==> config.mk <==
export PLATFORM = sky130hd
export DESIGN_NAME = a23_cache_flush_ctrl
export DESIGN_NICKNAME = d
export VERILOG_FILES = /design/src/rtl/a23_cache_flush_ctrl_pkg.sv /design/src/rtl/a23_cache_flush_ctrl.sv
export SDC_FILE = /design/constraint.sdc
export NUM_CORES = 1
export LEC_CHECK = 0
export BUFFER_PORTS_ARGS = -buffer_cell sky130_fd_sc_hd__buf_2
export CAP_MARGIN = 0
export CORE_ASPECT_RATIO = 1.2
export CORE_UTILIZATION = 44
export DETAILED_ROUTE_END_ITERATION = 12
export PLACE_DENSITY = 0.75
export SYNTH_ARGS = -nofsm -noshare
export SYNTH_HDL_FRONTEND = slang
export SYNTH_SLANG_ARGS = --single-unit
==> constraint.sdc <==
create_clock -name i_clk -period 1.7 [get_ports i_clk]
set_input_delay 0.34 -clock i_clk [delete_from_list [all_inputs] [get_ports i_clk]]
set_output_delay 0.34 -clock i_clk [all_outputs]
set_load 0.005 [all_outputs]
==> src/rtl/a23_cache_flush_ctrl_pkg.sv <==
// ---------------------------------------------------------------------------
// a23_cache_flush_ctrl_pkg
//   Shared cache geometry defaults and flush controller types. The cache and
//   the flush controller both take their geometry from these defaults, so the
//   two can never disagree on line count, way count or tag width.
// ---------------------------------------------------------------------------
package a23_cache_flush_ctrl_pkg;

    // Cache geometry defaults
    localparam int A23_CACHE_LINES = 256;
    localparam int A23_CACHE_WAYS  = 4;
    localparam int A23_TAG_WIDTH   = 20;

    // Completed-sweep counter width and its saturation value
    localparam int          FLUSH_COUNT_W   = 16;
    localparam logic [15:0] FLUSH_COUNT_MAX = 16'hffff;

    // Sweep FSM encoding
    typedef enum logic {
        FLUSH_IDLE  = 1'b0,
        FLUSH_SWEEP = 1'b1
    } flush_state_t;

    // Saturating increment: holds at the maximum instead of wrapping
    function automatic logic [FLUSH_COUNT_W-1:0] sat_inc(input logic [FLUSH_COUNT_W-1:0] v);
        return (v == FLUSH_COUNT_MAX) ? v : v + 1'b1;
    endfunction

endpackage

==> src/rtl/a23_cache_flush_ctrl.sv <==
// ---------------------------------------------------------------------------
// a23_cache_flush_ctrl
//   Turns the co-processor 15 flush strobe into a full invalidation sweep of
//   the cache tag RAM (all ways in parallel, one line index per accepted
//   write). Reset starts a mandatory sweep because tag RAM contents are
//   undefined at power-on. While sweeping, the core is stalled and the cache
//   enable seen by the cache is masked.
//
// Ports
//   i_clk, i_rst     clock, asynchronous active-high reset
//   i_cache_flush    flush strobe (already qualified by !fetch_stall)
//   i_cache_enable   cache enable bit from co-pro 15
//   i_tag_wready     tag RAM accepts the presented write this cycle
//   o_tag_wenable    per-way tag write enable, all bits equal
//   o_tag_waddr      line index being invalidated
//   o_tag_wdata      constant zero (valid bit cleared)
//   o_flush_busy     sweep in progress / fetch stall request
//   o_flush_done     one-cycle pulse after the last write is accepted
//   o_cache_enable   i_cache_enable masked by o_flush_busy
//   o_flush_count    completed sweeps, saturating
// ---------------------------------------------------------------------------
module a23_cache_flush_ctrl
    import a23_cache_flush_ctrl_pkg::*;
#(
    parameter int CACHE_LINES     = A23_CACHE_LINES,
    parameter int WAYS            = A23_CACHE_WAYS,
    parameter int LINE_ADDR_WIDTH = $clog2(CACHE_LINES),
    parameter int TAG_WIDTH       = A23_TAG_WIDTH
) (
    input  logic                       i_clk,
    input  logic                       i_rst,
    input  logic                       i_cache_flush,
    input  logic                       i_cache_enable,
    input  logic                       i_tag_wready,
    output logic [WAYS-1:0]            o_tag_wenable,
    output logic [LINE_ADDR_WIDTH-1:0] o_tag_waddr,
    output logic [TAG_WIDTH-1:0]       o_tag_wdata,
    output logic                       o_flush_busy,
    output logic                       o_flush_done,
    output logic                       o_cache_enable,
    output logic [FLUSH_COUNT_W-1:0]   o_flush_count
);

    localparam logic [LINE_ADDR_WIDTH-1:0] LAST_LINE = LINE_ADDR_WIDTH'(CACHE_LINES - 1);

    flush_state_t               state;
    logic [LINE_ADDR_WIDTH-1:0] line_cnt;
    logic                       done_q;
    logic [FLUSH_COUNT_W-1:0]   flush_count_q;

    // Reset lands in SWEEP so the power-on invalidation needs no trigger.
    // A strobe always wins: in IDLE it starts a sweep, in SWEEP it restarts
    // from line 0 and suppresses completion even on the final write.
    always_ff @(posedge i_clk or posedge i_rst) begin
        if (i_rst) begin
            state         <= FLUSH_SWEEP;
            line_cnt      <= '0;
            done_q        <= 1'b0;
            flush_count_q <= '0;
        end else begin
            done_q <= 1'b0;
            case (state)
                FLUSH_IDLE: begin
                    if (i_cache_flush) begin
                        state    <= FLUSH_SWEEP;
                        line_cnt <= '0;
                    end
                end
                FLUSH_SWEEP: begin
                    if (i_cache_flush) begin
                        line_cnt <= '0;
                    end else if (i_tag_wready) begin
                        if (line_cnt == LAST_LINE) begin
                            line_cnt      <= '0;
                            state         <= FLUSH_IDLE;
                            done_q        <= 1'b1;
                            flush_count_q <= sat_inc(flush_count_q);
                        end else begin
                            line_cnt <= line_cnt + 1'b1;
                        end
                    end
                end
                default: state <= FLUSH_SWEEP;
            endcase
        end
    end

    assign o_flush_busy   = (state == FLUSH_SWEEP);
    assign o_tag_wenable  = {WAYS{o_flush_busy}};
    assign o_tag_waddr    = line_cnt;
    assign o_tag_wdata    = '0;
    assign o_flush_done   = done_q;
    assign o_cache_enable = i_cache_enable & ~o_flush_busy;
    assign o_flush_count  = flush_count_q;

endmodule

==> flow_metrics.py <==
metrics = {
    "cts": {
        "clk_latency_ns": 0.27,
        "cts_sinks": 26,
        "h-tree-depth": 1,
        "numCtsBuffers": 3,
        "ctsHoldBuffers": 0,
        "path_clk_slew_ns": 0.09,
        "cts_tree": "yes",
        "cts_buffer_depth": 2,
        "root_buffer": "clkbuf_8",
    },
    "flow_run": {
        "drv.max_cap_violation_count": 0,
    },
    "critical_path": {
        "worstPathArrival_ns": 1.92,
        "timing.rr.end": "o_flush_count[1]$_DFFE_PP0P_",
        "cp-end-kind": "register",
        "crit_fanout": 5,
        "start_kind": "register",
        "reg2reg_slack_ns": -0.05,
        "path_class": "register to register",
        "crit_required_ns": 1.87,
        "reg2reg_depth": 4,
        "rr_startpoint": "o_flush_busy$_DFF_PP1_",
    },
    "global_routing": {
        "grt_max_degree": 27,
        "gr-total-overflow": 0,
        "grt_pass1_wl_um": 5760,
        "grt_use_total_pct": 19.9,
        "grt_pass1_vias": 1248,
        "antenna_found_initial": 0,
    },
    "floorplan": {
        "die_h_um": 67.1,
        "die_area_um2": 3770,
        "core_um2": 3370,
        "rows": 23,
        "io_pins": 56,
        "initial_core_util_pct": 46.1,
        "die_w_um": 56.2,
    },
    "final_layout": {
        "area_delta_synth_final_pct": 29.0,
        "utilization_pct": 59.5,
        "drive_gt1_share_pct": 41.2,
        "nets": 224,
        "fillers": 299,
        "n_antenna_cell": 0,
    },
    "logic_synthesis": {
        "synth_top_family_by_area": "simple AND/OR/NAND/NOR gates",
        "synth-compound-area-share_pct": 8.31,
        "avgSynthCellArea_um2": 10.3,
        "synth_xor_area_share_pct": 7.90,
        "ys_seq_area_share_pct": 42.0,
        "synthAdderAreaFrac_pct": 1.61,
        "synth_top_cells_by_count": "dfrtp_1 (25), buf_4 (24), nand2_1 (12)",
        "yosysWarnings": 0,
        "synth_area_leaders": "dfrtp_1 (40%), buf_4 (12%), xnor2_1 (4.0%), xor2_1 (4.0%), nand4_1 (3.2%)",
        "synth.area.mux_share_pct": 1.69,
        "synth-async-reset-ratio_pct": 100,
        "synth-main-ff-cell": "dfrtp_1",
        "netlist_area_um2": 1550,
        "synthDominantCellAreaShare_pct": 40.3,
        "synthCells": 151,
        "synth_cell_types": 43,
        "synthSimpleGateAreaFrac_pct": 25.8,
        "ys_ff_latch": 26,
        "yosys.area.top_type": "dfrtp_1",
        "synth_most_common_cell": "dfrtp_1",
        "synth_edf_count": 0,
    },
    "routing": {
        "wl_um": 3520,
        "dr.first_iter.drc_count": 41,
        "vias": 1297,
        "drc": 0,
        "route.detailed.wl_per_inst_um": 13.9,
        "ant_nets": 0,
        "viasPerCell": 5.13,
        "dr.pass1.iters": 5,
    },
    "run_status": {
        "violations": "negative setup slack",
        "status": "finished with violations",
    },
    "sta": {
        "clock.fmax_mhz": 571,
        "clock-skew-final_ns": 0.00190,
        "grt_setup_unrepaired": "yes",
        "slew_violations": 0,
        "fin_ws_ns": -0.0516,
        "period_share_pct": 103,
        "hold_viol": 0,
        "setup_tns_ns": -0.0516,
        "finalSetupViolCount": 1,
        "post-route-min-period_ns": 1.75,
    },
    "placed_design": {
        "place_congestion": 0.776,
        "dp_hpwl_um": 2560,
        "portBuffers": 35,
    },
    "pwr": {
        "power.share.clock_pct": 36.8,
        "p_per_area_nw_per_um2": 550,
        "cellLeakagePower_nw": 1.04,
        "p_int_mw": 0.856,
        "max-vdd-ir-drop_mv": 0.457,
        "seq_power_share_pct": 56.7,
        "swShare_pct": 22.3,
        "p_comb_share_pct": 6.5,
        "p_sw_mw": 0.246,
    },
    "worst_hold_path": {
        "hold_class": "input pin to asynchronous set/reset pin",
    },
}
-- flip-flops by register name, indices dropped and copies added (netlist names) --
register	count
o_flush_done	1
o_flush_busy	1
o_flush_count	16
o_tag_waddr	8
-- worst max-delay path by stage --
stage	slack, ns	from	to	cells past startpoint
after global routing	-0.13	o_tag_waddr[1]$_DFFE_PP0P_	o_flush_count[5]$_DFFE_PP0P_	7
after CTS	-0.04	o_tag_waddr[0]$_DFFE_PP0P_	o_flush_count[1]$_DFFE_PP0P_	5
final	-0.05	o_flush_busy$_DFF_PP1_	o_flush_count[1]$_DFFE_PP0P_	4
after detailed placement	-0.01	o_tag_waddr[0]$_DFFE_PP0P_	o_flush_count[1]$_DFFE_PP0P_	5
after floorplan	-0.13	o_flush_busy$_DFF_PP1_	o_flush_count[1]$_DFFE_PP0P_	4
after global placement	0.03	o_tag_waddr[0]$_DFFE_PP0P_	o_flush_count[1]$_DFFE_PP0P_	5
-- timing repair --
action                     CTS  global route
buffers inserted             0             6
pin swaps                    1            11
gates resized for setup      1             9
hold endpoints to repair     0             0
setup endpoints to repair    3            13
-- power groups by stage --
stage	registers [mW]	logic, mW	clock network, mW
finish	0.625	0.0718	0.405
global route	0.625	0.0852	0.442
detailed placement	0.637	0.0689	0
CTS	0.625	0.0690	0.414
floorplan	0.639	0.0665	0
global placement	0.637	0.0680	0
-- worst max-delay path, stage by stage, from the launching register on --
cell	delay, ns
dfstp_2	0.57
nand3b_4	0.08
or3_4	0.44
a41oi_4	0.23
mux2_4	0.32
-- routing by layer --
layer	wire, µm	up-vias	global-route usage, %
met1	1390	624	22.2
met4	29	0	6.71
met2	1960	41	38.5
li1	-	629	-
met3	135	3	2.91
met5	0	-	0
-- layout by cell type, fill, tap and decap left out, types with 2 or more instances in the layout --
cell	instances
nor2_1	7
xor2_1	7
a41oi_1	2
buf_2	35
xnor2_1	7
buf_4	27
a31oi_1	2
buf_6	4
nand3_1	6
nand4_1	8
nand3_2	2
nand2_1	12
nor3_1	7
nand3b_1	2
and2_1	4
mux2_4	2
a221o_1	2
a21oi_1	5
ha_2	2
clkbuf_8	4
conb_1	20
dfrtp_1	25
-- logic make-up (layout without fill, tap and decap cells) --
kind of cell / Yosys count / after routing
AOI/OAI and AO/OA: 17 / 17
xor gates and xnor gates: 14 / 14
other: 1 / 20
DFF: 26 / 26
and+or+nand+nor: 63 / 63
muxes: 2 / 2
buffers and inverters: 26 / 72
adders and majority gates: 2 / 2
-- through the flow --
stage | setup WS, ns | cells | total power [mW] | hold WS [ns] | instance area [µm²]
2_1_floorplan | -0.129 | 170 | 0.705 | 0.379 | 1630
3_3_place_gp | 0.0250 | 243 | 0.705 | 0.410 | 1860
3_5_place_dp | -0.0130 | 243 | 0.706 | 0.416 | 1860
4_1_cts | -0.0387 | 247 | 1.11 | 0.113 | 1930
5_1_grt | -0.129 | 253 | 1.15 | 0.146 | 2000
6_report | -0.0516 | 253 | 1.10 | 0.101 | 2000
-- area by class of cell --
class                   count  area (µm²)  share of cell area, %
clock buffers               4        55.1                   2.75
well taps                  37        46.3                   2.31
flip-flops and latches     26         652                   32.6
repair buffers             66         423                   21.1
inverters                   2        12.5                  0.625
multi-input cells         118         813                   40.6
Power figures use the tool's default switching activity.
